[config.mk]
export PLATFORM = sky130hd
export DESIGN_NAME = bullet_hit_scheduler_flat
export DESIGN_NICKNAME = d
export VERILOG_FILES = /design/src/rtl/bullet_hit_scheduler_if.sv /design/src/rtl/bullet_hit_scheduler.sv /design/src/flat_wrapper.sv
export SDC_FILE = /design/constraint.sdc
export NUM_CORES = 1
export LEC_CHECK = 0
export ABC_CLOCK_PERIOD_IN_PS = 5250
export CAP_MARGIN = 20
export CORE_UTILIZATION = 38
export CTS_BUF_LIST = sky130_fd_sc_hd__clkbuf_4 sky130_fd_sc_hd__clkbuf_8
export DETAILED_ROUTE_END_ITERATION = 8
export PLACE_DENSITY = 0.77
export SLEW_MARGIN = 20
export SYNTH_ARGS = -nofsm -noshare
export SYNTH_HDL_FRONTEND = slang
export SYNTH_SLANG_ARGS = --single-unit
[constraint.sdc]
create_clock -name clk -period 5.25 [get_ports clk]
set_input_delay 1.05 -clock clk [delete_from_list [all_inputs] [get_ports clk]]
set_output_delay 1.05 -clock clk [all_outputs]
set_load 0.005 [all_outputs]
[src/rtl/bullet_hit_scheduler_if.sv]
// Bus bundle between the game logic and the bullet hit scheduler.
// The game logic (master) drives player/bullet state and frame pulses.
// The scheduler (slave) returns kill requests and player status.
interface bullet_hit_scheduler_if #(
  parameter int N_SLOTS = 4
);
  logic                    frame_tick;
  logic                    new_game;
  logic [9:0]              p_x;
  logic [9:0]              p_y;
  logic                    player_en;
  logic [10*N_SLOTS-1:0]   eb_x;
  logic [10*N_SLOTS-1:0]   eb_y;
  logic [N_SLOTS-1:0]      eb_en;
  logic [N_SLOTS-1:0]      kill_req;
  logic [3:0]              health;
  logic                    hit_pulse;
  logic                    invuln;
  logic                    boom;
  logic                    scan_busy;
  logic                    scan_done;
  logic                    overrun;

  modport master (
    output frame_tick, new_game, p_x, p_y, player_en, eb_x, eb_y, eb_en,
    input  kill_req, health, hit_pulse, invuln, boom, scan_busy, scan_done, overrun
  );

  modport slave (
    input  frame_tick, new_game, p_x, p_y, player_en, eb_x, eb_y, eb_en,
    output kill_req, health, hit_pulse, invuln, boom, scan_busy, scan_done, overrun
  );
endinterface

[src/rtl/bullet_hit_scheduler.sv]
// Bullet hit scheduler: once per frame, walks the enemy-bullet slots one per
// cycle through a single shared hit-box comparator, requests removal of any
// bullet touching the player, and manages health, invulnerability and boom.
module bullet_hit_scheduler #(
  parameter int N_SLOTS       = 4,
  parameter int INIT_HEALTH   = 3,
  parameter int INVULN_FRAMES = 30
) (
  input  logic                         clk,
  input  logic                         rst,
  bullet_hit_scheduler_if.slave        bus
);

  localparam int IDX_W = (N_SLOTS > 1) ? $clog2(N_SLOTS) : 1;
  localparam int CNT_W = (INVULN_FRAMES > 0) ? $clog2(INVULN_FRAMES + 1) : 1;
  localparam logic [IDX_W-1:0] LAST_IDX    = IDX_W'(N_SLOTS - 1);
  localparam logic [3:0]       INIT_H      = 4'(INIT_HEALTH);
  localparam logic [CNT_W-1:0] INVULN_LOAD = CNT_W'(INVULN_FRAMES);

  typedef enum logic [1:0] {
    IDLE,
    SCAN,
    DONE
  } state_e;

  state_e             state_q, state_d;
  logic [IDX_W-1:0]   slotIdx_q, slotIdx_d;
  logic [3:0]         health_q, health_d;
  logic [CNT_W-1:0]   invCnt_q, invCnt_d;
  logic               boom_q, boom_d;
  logic               accepted_q, accepted_d;
  logic [N_SLOTS-1:0] killReq_q, killReq_d;
  logic               hitPulse_q, hitPulse_d;
  logic               overrun_q, overrun_d;

  logic [9:0]         ebX [N_SLOTS];
  logic [9:0]         ebY [N_SLOTS];
  logic [10:0]        selX, selY, pX, pY;
  logic               overlap;
  logic               candidate;
  logic               invulnNow;

  for (genvar g = 0; g < N_SLOTS; g++) begin : g_unpack
    assign ebX[g] = bus.eb_x[10*g+9 : 10*g];
    assign ebY[g] = bus.eb_y[10*g+9 : 10*g];
  end

  assign invulnNow = (invCnt_q != '0);

  // Single hit-box comparator, fed by the slot currently selected by the scan index.
  always_comb begin
    selX = {1'b0, ebX[slotIdx_q]};
    selY = {1'b0, ebY[slotIdx_q]};
    pX   = {1'b0, bus.p_x};
    pY   = {1'b0, bus.p_y};
    overlap = (pX + 11'd10 >= selX) && (pX < selX + 11'd50) &&
              (pY + 11'd50 >= selY) && (pY < selY + 11'd40);
    candidate = (state_q == SCAN) && bus.eb_en[slotIdx_q] && bus.player_en &&
                (health_q != 4'd0) && !boom_q && overlap;
  end

  // Next-state logic for the scan FSM, health, invulnerability and pulse outputs.
  always_comb begin
    state_d    = state_q;
    slotIdx_d  = slotIdx_q;
    health_d   = health_q;
    invCnt_d   = invCnt_q;
    boom_d     = boom_q | (health_q == 4'd0);
    accepted_d = accepted_q;
    killReq_d  = '0;
    hitPulse_d = 1'b0;
    overrun_d  = bus.frame_tick && (state_q != IDLE);

    if (bus.frame_tick && invulnNow) begin
      invCnt_d = invCnt_q - CNT_W'(1);
    end

    case (state_q)
      IDLE: begin
        if (bus.frame_tick) begin
          state_d    = SCAN;
          slotIdx_d  = '0;
          accepted_d = 1'b0;
        end
      end
      SCAN: begin
        if (candidate) begin
          killReq_d[slotIdx_q] = 1'b1;
          if (!invulnNow && !accepted_q) begin
            health_d   = health_q - 4'd1;
            hitPulse_d = 1'b1;
            invCnt_d   = INVULN_LOAD;
            accepted_d = 1'b1;
          end
        end
        if (slotIdx_q == LAST_IDX) begin
          state_d   = DONE;
          slotIdx_d = '0;
        end else begin
          slotIdx_d = slotIdx_q + IDX_W'(1);
        end
      end
      DONE: begin
        state_d = IDLE;
      end
      default: begin
        state_d = IDLE;
      end
    endcase

    if (bus.new_game) begin
      state_d    = IDLE;
      slotIdx_d  = '0;
      health_d   = INIT_H;
      invCnt_d   = '0;
      boom_d     = 1'b0;
      accepted_d = 1'b0;
      killReq_d  = '0;
      hitPulse_d = 1'b0;
    end
  end

  // State registers; reset aborts any scan in flight.
  always_ff @(posedge clk or posedge rst) begin
    if (rst) begin
      state_q    <= IDLE;
      slotIdx_q  <= '0;
      health_q   <= INIT_H;
      invCnt_q   <= '0;
      boom_q     <= 1'b0;
      accepted_q <= 1'b0;
      killReq_q  <= '0;
      hitPulse_q <= 1'b0;
      overrun_q  <= 1'b0;
    end else begin
      state_q    <= state_d;
      slotIdx_q  <= slotIdx_d;
      health_q   <= health_d;
      invCnt_q   <= invCnt_d;
      boom_q     <= boom_d;
      accepted_q <= accepted_d;
      killReq_q  <= killReq_d;
      hitPulse_q <= hitPulse_d;
      overrun_q  <= overrun_d;
    end
  end

  assign bus.kill_req  = killReq_q;
  assign bus.health    = health_q;
  assign bus.hit_pulse = hitPulse_q;
  assign bus.invuln    = invulnNow;
  assign bus.boom      = boom_q;
  assign bus.scan_busy = (state_q == SCAN) || (state_q == DONE);
  assign bus.scan_done = (state_q == DONE);
  assign bus.overrun   = overrun_q;

endmodule

[src/flat_wrapper.sv]
// flat-port wrapper written by rule: the top's interface ports become plain ports
module bullet_hit_scheduler_flat 
#(
  parameter int N_SLOTS       = 4,
  parameter int INIT_HEALTH   = 3,
  parameter int INVULN_FRAMES = 30
)
  (clk, rst, bus_frame_tick, bus_new_game, bus_p_x, bus_p_y, bus_player_en, bus_eb_x, bus_eb_y, bus_eb_en, bus_kill_req, bus_health, bus_hit_pulse, bus_invuln, bus_boom, bus_scan_busy, bus_scan_done, bus_overrun);
  bullet_hit_scheduler_if #(.N_SLOTS(N_SLOTS)) bus_i ();
  input  logic clk;
  input  logic rst;
  input wire logic [$bits(bus_i.frame_tick)-1:0] bus_frame_tick;
  input wire logic [$bits(bus_i.new_game)-1:0] bus_new_game;
  input wire logic [$bits(bus_i.p_x)-1:0] bus_p_x;
  input wire logic [$bits(bus_i.p_y)-1:0] bus_p_y;
  input wire logic [$bits(bus_i.player_en)-1:0] bus_player_en;
  input wire logic [$bits(bus_i.eb_x)-1:0] bus_eb_x;
  input wire logic [$bits(bus_i.eb_y)-1:0] bus_eb_y;
  input wire logic [$bits(bus_i.eb_en)-1:0] bus_eb_en;
  output wire logic [$bits(bus_i.kill_req)-1:0] bus_kill_req;
  output wire logic [$bits(bus_i.health)-1:0] bus_health;
  output wire logic [$bits(bus_i.hit_pulse)-1:0] bus_hit_pulse;
  output wire logic [$bits(bus_i.invuln)-1:0] bus_invuln;
  output wire logic [$bits(bus_i.boom)-1:0] bus_boom;
  output wire logic [$bits(bus_i.scan_busy)-1:0] bus_scan_busy;
  output wire logic [$bits(bus_i.scan_done)-1:0] bus_scan_done;
  output wire logic [$bits(bus_i.overrun)-1:0] bus_overrun;
  assign bus_i.frame_tick = bus_frame_tick;
  assign bus_i.new_game = bus_new_game;
  assign bus_i.p_x = bus_p_x;
  assign bus_i.p_y = bus_p_y;
  assign bus_i.player_en = bus_player_en;
  assign bus_i.eb_x = bus_eb_x;
  assign bus_i.eb_y = bus_eb_y;
  assign bus_i.eb_en = bus_eb_en;
  assign bus_kill_req = bus_i.kill_req;
  assign bus_health = bus_i.health;
  assign bus_hit_pulse = bus_i.hit_pulse;
  assign bus_invuln = bus_i.invuln;
  assign bus_boom = bus_i.boom;
  assign bus_scan_busy = bus_i.scan_busy;
  assign bus_scan_done = bus_i.scan_done;
  assign bus_overrun = bus_i.overrun;
  bullet_hit_scheduler #(.N_SLOTS(N_SLOTS), .INIT_HEALTH(INIT_HEALTH), .INVULN_FRAMES(INVULN_FRAMES)) u_core (.clk(clk), .rst(rst), .bus(bus_i));
endmodule
Word level (Yosys, flattened, before mapping)
Cells that the tools add are included.
Word-level totals
  flip-flop bits (word level): 21
  bits in latches: 0
  bits in writable memories: 0
  ROM bits: 0
  input bits: 109
  memories: 0
Operators by class
  add/sub/neg operators: 7
  multiply operators: 0
  divide/modulo/power cells: 0
  magnitude comparators: 7
  eq/ne operators: 7
  shift-type cells: 0
  muxes and demuxes: 40
  bitwise logic cells: 2
  reduce and logical (&&, ||, !) cells: 29
Operators by type and width (count)
  $bmux W10 S2: 2
  $mux W10: 4
  $add A10 B6 Y11 const B: 3
  $mux W4: 7
  $mux W5: 5
  $ge A11 B10 Y1: 2
  $lt A10 B11 Y1: 2
  $logic_and A1 B1 Y1: 12
  $mux W2: 6
  $add A10 B4 Y11 const B: 1
  $mux W1: 11
  $ne A3 B3 Y1 const B: 3
  $pmux W2 S2: 2
  $reduce_bool A2 Y1: 4
  $reduce_bool A5 Y1: 1
  $sub A5 B1 Y5 const B: 1
  $eq A2 B2 Y1 const B: 2
  $logic_not A4 Y1: 1
  $reduce_and A2 Y1: 2
  $reduce_and A4 Y1: 1
  $reduce_bool A4 Y1: 1
  $sub A4 B1 Y4 const B: 1
  $ge A3 B3 Y1 const B: 1
  $logic_not A1 Y1: 3
  other kinds (14): 14

Logic depth before layout (Yosys ltp)
Gate-level depths: netlist of the first run.
  word-level depth: 13
  depth in mapped cells: 16

Worst setup path before layout of the first run
OpenSTA, ideal clock, no wires.
  kind: input to register
  from: in bus_eb_y[13]
  to: reg u_core.health_q[3] (netlist: u_core.bus.health[3])
  arrival: 3.887 ns
  path slack: 1.285 ns
  stages: 13
  path buffers: 0
  cells stage by stage: mux4_1 -> ha_1 -> o21ai_0 -> or3_1 -> xnor2_1 -> ha_1 -> nand3_1 -> a31oi_1 -> a2bb2oi_2 -> nor4_4 -> nand3_4 -> or3_1 -> a21oi_1
Between the ends
  cells in the longest elaborated chain, start to end: 9
RTL lines
  from (decl): RTL line flat_wrapper.sv:18  | input wire logic [$bits(bus_i.eb_y)-1:0] bus_eb_y;
  $bmux W10 S2 *: RTL line bullet_hit_scheduler.sv:53  | selY = {1'b0, ebY[slotIdx_q]};
  $mux W10 (implied by the code) * (2 in series): RTL line bullet_hit_scheduler.sv:53
  $add A10 B6 Y11 or $ge A11 B10 Y1 (tied branches): RTL line bullet_hit_scheduler.sv:57  | (pY + 11'd50 >= selY) && (pY < selY + 11'd40);
  $lt A10 B11 Y1 or $logic_and A1 B1 Y1 (tied branches): RTL line bullet_hit_scheduler.sv:57, bullet_hit_scheduler.sv:56
  $logic_and A1 B1 Y1 *: RTL line bullet_hit_scheduler.sv:57
  $logic_and A1 B1 Y1 *: RTL line bullet_hit_scheduler.sv:59  | (health_q != 4'd0) && !boom_q && overlap;
  $reduce_bool A2 Y1 (no source line) *
  $reduce_and A3 Y1 (no source line) *
  to (signal assigned): RTL line bullet_hit_scheduler.sv:138  | health_q <= health_d;
  to (decl): RTL line bullet_hit_scheduler.sv:28  | logic [3:0] health_q, health_d;
Mark *: on every way between the ends. The rest lies on a longest branch, timed or not. The select of a mux whose other input is x is not followed.
A chain may end at the register's enable or synchronous reset.

Worst setup path after layout of the first run
Ends and elaborated chain as after synthesis.

==> insert_results.sql, run 1 <==
INSERT INTO impl_metrics (metric_group, metric, value, unit) VALUES
('global_route', 'number_of_antenna_violations_at_the_first_check_in_global_routing', '0', ''),
('clocking', 'cts_sinks', '21', ''),
('timing', 'timing.max_slew.rel_slack', '46.6', '%'),
('setup_path', 'worst_ep_required_time', '5430', 'ps'),
('setup_path', 'worstSetupPathType', 'in -> reg', ''),
('setup_path', 'critPathArrivalTime', '4640', 'ps'),
('clocking', 'cts_max_level', '1', ''),
('placement', 'routabilityCongestion', '0.929', ''),
('final_layout', 'syn2layout_area_growth', '44.5', '%'),
('synthesis', 'synth_warnings', '0', ''),
('synthesis', 'synth.ff_latch_count', '21', ''),
('detailed_routing', 'routed_wire_length_per_instance', '15.2', 'um'),
('setup_path', 'critical_path_peak_fanout', '10', ''),
('synthesis', 'synth-seq-area-share', '17.2', '%'),
('synthesis', 'yosysTopAreaCell', 'ha_1', ''),
('clocking', 'cts.clk_slew.worst_paths', '80', 'ps'),
('detailed_routing', 'vias', '2877', ''),
('timing', 'finalSetupViolCount', '0', ''),
('placement', 'placedInstanceArea', '4380', 'sq um'),
('setup_path', 'crit_path_max_incr_delay', '610', 'ps'),
('timing', 'fin_crit', '4460', 'ps'),
('synthesis', 'synth_area_per_cell', '9.79', 'sq um'),
('detailed_routing', 'route.detailed.vias_per_inst', '5.36', ''),
('timing', 'hold_ws', '541', 'ps'),
('synthesis', 'postSynth.asyncResetShare', '100', '%'),
('timing', 'fin_crit_sh', '85.0', '%'),
('clocking', 'cts-hold-fix-buffers', '0', ''),
('timing', 'skew', '4.69', 'ps'),
('final_layout', 'drive_above_1_share', '7.36', '%'),
('final_layout', 'n_antenna_cell', '0', ''),
('setup_path', 'crit_slowest_cell', 'mux4_1', ''),
('synthesis', 'synth_top_area_share', '21.6', '%'),
('synthesis', 'ys_top_cells_by_count', '53 x ha_1, 35 x inv_1, 23 x a21oi_1', ''),
('clocking', 'cts_root_buffer', 'clkbuf_8', ''),
('timing', 'setup_tns', '0', 'ps'),
('detailed_routing', 'met2_wirelength', '4120', 'um'),
('placement', 'place.detailed.hpwl', '6990', 'um'),
('detailed_routing', 'drt-met1-wl', '3460', 'um'),
('detailed_routing', 'detail_route.drc_violations', '0', ''),
('clocking', 'clk_latency', '260', 'ps'),
('floorplan', 'number_of_core_rows', '32', ''),
('detailed_routing', 'dr.first_iter.drc_count', '114', ''),
('setup_path', 'cp_top_family', 'simple AND/OR/NAND/NOR gates', ''),
('setup_path', 'crit_path_end_kind', 'flop', ''),
('synthesis', 'yosysUniqueCellTypes', '56', ''),
('clocking', 'bufs_on_longest_clock_path', '2', ''),
('run', 'drv.max_cap_violation_count', '0', ''),
('synthesis', 'dominantRegCellSynth', 'dfrtp_1', ''),
('placement', 'buffer_ports.inserted', '122', ''),
('detailed_routing', 'drt_wl_total', '8180', 'um'),
('timing', 'timing.fmax', '0.224', 'GHz'),
('synthesis', 'netlist_instances', '313', ''),
('floorplan', 'floorplan_die_height', '91.8', 'um'),
('detailed_routing', 'drt.antenna.violating_nets', '0', ''),
('min_path', 'timing.hold.worst.class', 'reg -> reg', ''),
('global_route', 'grt_first_pass_wirelength', '13400', 'um'),
('detailed_routing', 'routed_length_on_met3', '466', 'um'),
('timing', 'rsz0062_at_grt', 'no', ''),
('floorplan', 'die_area', '8430', 'sq um'),
('final_layout', 'final_design_area_no_fill', '4430', 'sq um'),
('clocking', 'tritoncts', 'built', ''),
('detailed_routing', 'firstDrtPassIters', '4', ''),
('floorplan', 'top_level_port_count', '123', ''),
('global_route', 'gr-usage-all-layers', '19.5', '%'),
('status', 'result_of_the_run', 'finished, final reports clean', ''),
('pwr', 'power.density_cell_area', '182', 'nW/um^2'),
('timing', 'timing_worst_slew_pin_value', '801', 'ps'),
('clocking', 'cts_buffers', '3', ''),
('floorplan', 'start_util', '39.4', '%'),
('synthesis', 'synth_edf_count', '0', ''),
('global_route', 'gr-total-overflow', '0', '');
[layout by cell type, fill, tap and decap left out, types with 2 or more instances in the layout]
cell             count
clkdlybuf4s50_1    122
nor2_1              16
xnor2_1             20
a211oi_1             3
ha_1                53
a21o_1               7
clkbuf_8             3
nand2_1             15
a31oi_1              3
nor4_1               2
buf_4                4
inv_1               35
xor2_1              10
a21oi_1             23
mux4_1               9
o21ai_0             11
dfrtp_1             19
mux4_2              11
nor3_1               7
nand3_1              6
nor2b_1              4
or3_1                3
dfstp_2              2
nand3b_1             2
mux2i_1              2
nand2b_1             6
nand4_1              7
nor4b_1              3
[worst min-delay path, cell delays in order, from the launching register on]
cell	delay, ps
dfrtp_1	350
a21oi_1	60
nor2_1	90
[report_power, final]
| part | internal (mW) | switching [mW] |
|---|---|---|
| sequential | 0.176 | 0.0116 |
| combinational | 0.265 | 0.245 |
| clock | 0.0529 | 0.0545 |
[stage by stage]
stage                     cells  setup WS, ps
after floorplan             313          1290
after global placement      533           710
after detailed placement    533           533
after CTS                   537           798
after global routing        537           564
final                       537           788
[final timing paths]
| kind | from | to | slack, ps | depth (start not counted) |
|---|---|---|---|---|
| setup / recovery | bus_eb_y[13] | u_core.bus.health[3] | 790 | 14 |
| hold / removal | u_core.bus.boom | u_core.bus.boom | 540 | 2 |
| setup reg to reg | u_core.slotIdx_q[0] | u_core.bus.health[3] | 1300 | 14 |
| hold reg to reg | u_core.bus.boom | u_core.bus.boom | 540 | 2 |
| max in group asynchronous | rst | u_core.state_q[1] | 3520 | 2 |
| min in group asynchronous | rst | u_core.bus.boom | 1240 | 2 |
[state kept, by name (all words and copies together) (netlist names)]
register	flops
u_core.accepted_q	1
u_core.bus.boom	1
u_core.bus.health	4
u_core.bus.hit_pulse	1
u_core.bus.kill_req	4
u_core.bus.overrun	1
u_core.invCnt_q	5
u_core.slotIdx_q	2
u_core.state_q	2
[cell type report]
cell class	count	area [sq um]	share of cell area, %
Clock buffer	3	41.3	0.933
Clock inverter	1	5.00	0.113
Inverter	35	131	2.97
Multi-Input combinational cell	249	2340	52.9
Sequential cell	21	528	11.9
Tap cell	102	128	2.88
Timing Repair Buffer	126	1250	28.3
[cells by family after synthesis]
family                     after synthesis  share of synthesized area [%]
and+or+nand+nor                         80                           15.4
AOI/OAI and AO/OA                       63                           14.0
adders and majority gates               53                           21.6
buffers and inverters                   43                           6.33
xor gates and xnor gates                30                           8.57
muxes                                   23                           16.8
DFF                                     21                           17.2
[metal layers]
metal / GRT usage, % / up-vias
li1: - / 1407
met1: 23.7 / 1359
met2: 36.0 / 96
met3: 2.74 / 15
met4: 4.82 / 0
met5: 0 / -
Power figures use the tool's default switching activity.
==> run 2: changes to the inputs <==
ABC_CLOCK_PERIOD_IN_PS = 4200   (was 5250)
clock period = 4.2 ns   (was 5.25 ns; I/O delays follow)
==> insert_results.sql, run 2 (synthesis results as in run 1) <==
INSERT INTO impl_metrics (metric_group, metric, value, unit) VALUES
('global_route', 'first_global_vias', '3100', ''),
('status', 'result_of_the_run', 'finished, final reports clean', ''),
('clocking', 'cts-hold-fix-buffers', '0', ''),
('min_path', 'hold_path_depth', '2', ''),
('final_layout', 'max_flop_register', 'u_core.invCnt_q', ''),
('run', 'drv.max_cap_violation_count', '0', ''),
('timing', 'timing_worst_slew_pin_value', '783', 'ps'),
('setup_path', 'worstSetupPathType', 'in -> reg', ''),
('clocking', 'tritoncts', 'built', ''),
('clocking', 'cts_root_buffer', 'clkbuf_8', ''),
('detailed_routing', 'dr.first_iter.drc_count', '100', ''),
('global_route', 'number_of_antenna_violations_at_the_first_check_in_global_routing', '0', ''),
('pwr', 'ir_worst_vdd', '0.000224', 'V'),
('placement', 'buffer_ports.inserted', '122', ''),
('min_path', 'hold_start', 'u_core.invCnt_q[4]', ''),
('timing', 'rsz0062_at_grt', 'no', ''),
('pwr', 'power.density_cell_area', '228', 'nW/um^2'),
('setup_path', 'r2r_cells', '14', ''),
('global_route', 'gr-total-overflow', '0', ''),
('timing', 'hold_viol_final', '0', ''),
('setup_path', 'worst_ep_required_time', '4340', 'ps'),
('timing', 'fin_crit_sh', '94.3', '%'),
('timing', 'fin_crit', '3960', 'ps'),
('timing', 'finalWorstSetupSlack', '238', 'ps'),
('clocking', 'cts_buffers', '3', ''),
('final_layout', 'layout.cells.most_common', 'clkdlybuf4s50_1', ''),
('timing', 'skew', '1.27', 'ps'),
('placement', 'routabilityCongestion', '0.897', ''),
('floorplan', 'top_level_port_count', '123', ''),
('final_layout', 'fin_util', '58.2', '%'),
('detailed_routing', 'route.detailed.vias_per_inst', '5.32', ''),
('setup_path', 'r2r_end', 'u_core.bus.hit_pulse', ''),
('placement', 'detailedPlace.worstSlack', '-118', 'ps'),
('detailed_routing', 'vias', '2913', ''),
('detailed_routing', 'drt_wl_total', '8460', 'um'),
('min_path', 'hold_path_end', 'u_core.invCnt_q[4]', ''),
('setup_path', 'critPathArrivalTime', '4100', 'ps'),
('final_layout', 'n_antenna_cell', '0', ''),
('clocking', 'cts_max_level', '1', ''),
('timing', 'timing.fmax', '0.252', 'GHz'),
('floorplan', 'fp.coreArea', '7770', 'sq um'),
('clocking', 'clk_latency', '270', 'ps'),
('pwr', 'static-leakage-power', '1.95', 'nW'),
('clocking', 'bufs_on_longest_clock_path', '2', ''),
('timing', 'hold_ws', '520', 'ps'),
('timing', 'maxSlewViolCount', '0', ''),
('timing', 'finalSetupViolCount', '0', ''),
('floorplan', 'floorplan_die_height', '91.8', 'um'),
('setup_path', 'worstSetupStartpointType', 'input pin', ''),
('floorplan', 'chipWidth', '91.8', 'um'),
('min_path', 'timing.hold.worst.class', 'reg -> reg', ''),
('setup_path', 'critical_path.reg2reg.startpoint', 'u_core.slotIdx_q[1]', ''),
('clocking', 'cts.clk_slew.worst_paths', '70', 'ps'),
('final_layout', 'syn2layout_area_growth', '47.4', '%'),
('setup_path', 'worst-r2r-setup-slack', '510', 'ps'),
('timing', 'timing.max_slew.rel_slack', '47.7', '%'),
('setup_path', 'critical_path_peak_fanout', '5', ''),
('placement', 'place.detailed.hpwl', '7180', 'um'),
('detailed_routing', 'drt.antenna.violating_nets', '0', ''),
('detailed_routing', 'firstDrtPassIters', '4', ''),
('final_layout', 'drive_above_1_share', '10.3', '%'),
('detailed_routing', 'detail_route.drc_violations', '0', ''),
('floorplan', 'number_of_core_rows', '32', ''),
('final_layout', 'nNetsFinal', '609', ''),
('global_route', 'gr-usage-all-layers', '20.5', '%'),
('floorplan', 'die_area', '8430', 'sq um'),
('final_layout', 'largest_reg_flops', '5', ''),
('floorplan', 'start_util', '39.4', '%'),
('final_layout', 'filler_cell_count', '672', ''),
('global_route', 'grt_first_pass_wirelength', '14100', 'um'),
('pwr', 'finalPower', '1.03', 'mW'),
('final_layout', 'layout.cells.most_common_list', '122 x clkdlybuf4s50_1, 53 x ha_1, 35 x inv_1, 22 x a21oi_1, 20 x xnor2_1', ''),
('setup_path', 'crit_path_end_kind', 'flop', ''),
('clocking', 'cts_sinks', '21', ''),
('global_route', 'grt_max_degree', '22', ''),
('detailed_routing', 'routed_wire_length_per_instance', '15.4', 'um');
[run 2: how the worst max path moves through the flow]
stage	start	end	slack, ps	cells after the start
3_5_place_dp	bus_eb_y[14]	u_core.bus.health[3]	-120	14
4_1_cts	bus_eb_y[14]	u_core.bus.health[3]	150	14
2_1_floorplan	bus_eb_y[13]	u_core.bus.health[3]	450	13
6_report	bus_eb_x[1]	u_core.bus.hit_pulse	240	14
5_1_grt	bus_eb_x[32]	u_core.bus.kill_req[0]	7	14
3_3_place_gp	bus_eb_x[11]	u_core.bus.health[3]	20	14
[run 2: final cells by class]
class                           instances  area (sq um)  area share, %
Clock buffer                            4          48.8           1.08
Inverter                               35           131           2.91
Multi-Input combinational cell        249          2350           52.0
Sequential cell                        21           528           11.7
Tap cell                              102           128           2.82
Timing Repair Buffer                  137          1330           29.5
[run 2: worst max-delay path, stage by stage]
cell             delay (ps)
clkdlybuf4s50_1         410
mux4_2                  510
nand3_1                 150
and3_1                  180
nand2b_4                120
nor2_1                   50
xnor2_1                 120
ha_1                    290
a211oi_1                230
o21ai_0                 110
o221a_2                 320
o32ai_4                 190
nand2_1                 210
nor4_1                  360
[run 2: stage by stage]
step	instance area (sq um)	std cells	setup TNS, ps
after global routing	4520	548	0
final	4520	548	0
after global placement	4460	544	0
after detailed placement	4460	544	-326
after floorplan	3060	313	0
after CTS	4510	548	0
[run 2: per-layer routing]
layer  global-route usage, %  part of all wire (%)  routed length, um  vias up
met3                    3.15                   6.5                551       18
met2                    38.0                    50               4200      102
met5                       0                     0                  0        -
li1                        -                     -                  -     1428
met4                    5.34                   1.9                165        0
met1                    24.7                    42               3540     1365
[run 2: power breakdown]
group          internal, mW  leakage, nW  switching, mW
sequential            0.221        0.283         0.0148
clock                0.0743       0.0262         0.0665
combinational         0.347         1.64          0.309
total                 0.641         1.95          0.391
[run 2: timing repair]
action,CTS,global route
buffers inserted,0,0
resized for setup,0,4
endpoints found under the setup margin,0,4
==> run 3: changes to the inputs <==
SETUP_SLACK_MARGIN = 0.4   (was unset)
TNS_END_PERCENT = 30   (was unset)
==> insert_results.sql, run 3 (synthesis results as in run 1) <==
INSERT INTO impl_metrics (metric_group, metric, value, unit) VALUES
('status', 'result_of_the_run', 'finished, final reports clean', ''),
('setup_path', 'worstSetupPathType', 'in -> reg', ''),
('detailed_routing', 'dr.first_iter.drc_count', '97', ''),
('setup_path', 'crit_path_end_kind', 'flop', ''),
('setup_path', 'critPathArrivalTime', '3920', 'ps'),
('placement', 'place.detailed.hpwl', '7180', 'um'),
('floorplan', 'start_util', '39.4', '%'),
('detailed_routing', 'routed_wire_length_per_instance', '16.2', 'um'),
('pwr', 'internal-power', '682', 'uW'),
('setup_path', 'worstSetupStartpointType', 'input pin', ''),
('pwr', 'seq_power_share', '21.3', '%'),
('setup_path', 'worst-r2r-setup-slack', '530', 'ps'),
('global_route', 'met2_usage', '40.2', '%'),
('detailed_routing', 'drt_wl_total', '9210', 'um'),
('detailed_routing', 'route.detailed.vias_per_inst', '5.30', ''),
('global_route', 'first_global_vias', '3174', ''),
('timing', 'rsz0062_at_grt', 'yes', ''),
('final_layout', 'layout.cells.most_common', 'clkdlybuf4s50_1', ''),
('clocking', 'cts.clk_slew.worst_paths', '80', 'ps'),
('global_route', 'gr-usage-all-layers', '21.3', '%'),
('pwr', 'ir_worst_vdd', '0.000225', 'V'),
('timing', 'timing_worst_slew_pin_value', '789', 'ps'),
('pwr', 'finalPower', '1.11', 'mW'),
('timing', 'maxSlewViolCount', '0', ''),
('pwr', 'static-leakage-power', '2.31', 'nW'),
('detailed_routing', 'vias', '3003', ''),
('floorplan', 'floorplan_die_height', '91.8', 'um'),
('pwr', 'comb_power_share', '65.8', '%'),
('timing', 'timing.max_slew.rel_slack', '47.4', '%'),
('final_layout', 'layout.cells.most_common_list', '90 x clkdlybuf4s50_1, 51 x ha_1, 31 x inv_1, 31 x buf_4, 30 x dlymetal6s2s_1', ''),
('final_layout', 'n_antenna_cell', '0', ''),
('final_layout', 'drive_above_1_share', '18.7', '%'),
('global_route', 'grt.busiest_layer', 'met2', ''),
('clocking', 'cts_buffers', '3', ''),
('pwr', 'proportion_of_power_drawn_by_the_clock_network', '12.9', '%'),
('final_layout', 'nNetsFinal', '628', ''),
('setup_path', 'r2r_cells', '16', ''),
('floorplan', 'top_level_port_count', '123', ''),
('timing', 'finalSetupViolCount', '0', ''),
('timing', 'hold_ws', '520', 'ps'),
('clocking', 'cts_max_level', '1', ''),
('min_path', 'timing.hold.worst.class', 'reg -> reg', ''),
('min_path', 'hold_path_depth', '2', ''),
('timing', 'timing.fmax', '0.268', 'GHz'),
('detailed_routing', 'detail_route.drc_violations', '0', ''),
('detailed_routing', 'firstDrtPassIters', '4', ''),
('timing', 'hold_viol_final', '0', ''),
('global_route', 'met1_usage', '25.2', '%'),
('clocking', 'bufs_on_longest_clock_path', '2', ''),
('detailed_routing', 'drt.antenna.violating_nets', '0', ''),
('run', 'drv.max_cap_violation_count', '0', ''),
('clocking', 'cts_sinks', '21', ''),
('final_layout', 'syn2layout_area_growth', '57.1', '%'),
('global_route', 'grt_first_pass_wirelength', '14500', 'um'),
('timing', 'setup_tns', '0', 'ps'),
('timing', 'fin_crit_sh', '88.9', '%'),
('clocking', 'clk_latency', '270', 'ps'),
('setup_path', 'critical_path_peak_fanout', '3', ''),
('clocking', 'tritoncts', 'built', ''),
('global_route', 'gr-total-overflow', '0', ''),
('pwr', 'power.density_cell_area', '230', 'nW/um^2'),
('placement', 'buffer_ports.inserted', '122', ''),
('final_layout', 'max_flop_register', 'u_core.invCnt_q', ''),
('pwr', 'p_sw', '427', 'uW'),
('global_route', 'globalRouteMet3Util', '2.90', '%'),
('global_route', 'number_of_antenna_violations_at_the_first_check_in_global_routing', '0', ''),
('floorplan', 'chipWidth', '91.8', 'um'),
('setup_path', 'worst_ep_required_time', '4390', 'ps'),
('pwr', 'power_switching_share', '38.5', '%'),
('floorplan', 'fp.coreArea', '7770', 'sq um'),
('final_layout', 'largest_reg_flops', '5', ''),
('placement', 'routabilityCongestion', '0.897', ''),
('timing', 'fin_crit', '3730', 'ps'),
('floorplan', 'die_area', '8430', 'sq um'),
('timing', 'skew', '2.88', 'ps'),
('clocking', 'cts_root_buffer', 'clkbuf_8', ''),
('global_route', 'grt_max_degree', '22', ''),
('floorplan', 'number_of_core_rows', '32', '');
run 3: cell types whose count changed in the layout (fill, tap and decap cells not counted), sizes merged:
cell,delta
dlymetal6s2s,+30
buf,+19
clkdlybuf4s15,+2
clkdlybuf4s50,-32
run 3: worst paths after layout:
path | startpoint | end
max | bus_eb_y[36] | u_core.bus.health[3]
min | u_core.invCnt_q[4] | u_core.invCnt_q[4]
max reg2reg | u_core.slotIdx_q[1] | u_core.bus.health[2]
min reg2reg | u_core.invCnt_q[4] | u_core.invCnt_q[4]
max in group asynchronous | rst | u_core.bus.boom
min in group asynchronous | rst | u_core.bus.health[2]
run 3: routing by layer:
metal / vias up / part of all wire [%]
met5: - / 0
met1: 1423 / 41
met2: 107 / 52
li1: 1458 / -
met3: 15 / 5.3
met4: 0 / 1.7
run 3: what timing repair did:
action | 4_1_cts | 5_1_grt
hold buffers | 0 | 0
gates resized for setup | 17 | 53
setup endpoints to repair | 14 | 15
buffers inserted | 6 | 13
pin swaps | 10 | 24
run 3: critical path, cell delays in order:
cell and delay (ps):
clkdlybuf4s50_1 400, mux4_2 540, inv_4 110, nor3_4 50, xnor2_1 190, ha_1 280, a21o_1 190, a21o_1 180
a2bb2oi_4 150, nor4_4 380, nand3_4 120, or3_4 340, a21oi_2 140
run 3: area by class of cell:
type,count,area [sq um]
Tap cell,102,128
Fill cell,638,2950
Inverter,35,134
Multi-Input combinational cell,249,2410
Clock buffer,4,48.8
Sequential cell,21,528
Timing Repair Buffer,156,1560
run 3: power by group through the flow:
stage	logic, mW	registers, mW	clock network, mW
2_1_floorplan	0.418	0.236	0
3_3_place_gp	0.629	0.238	0
3_5_place_dp	0.652	0.239	0
4_1_cts	0.676	0.236	0.144
5_1_grt	0.803	0.238	0.152
6_report	0.730	0.236	0.143
run 3: metrics by stage:
step / std cells / setup WS, ps / instance area, sq um / utilization, %
finish: 567 / 467 / 4810 / 62.0
global route: 567 / 365 / 4810 / 62.0
CTS: 554 / 400 / 4570 / 58.8
detailed placement: 544 / -118 / 4460 / 57.5
global placement: 544 / 22.3 / 4460 / 57.5
floorplan: 313 / 445 / 3060 / -
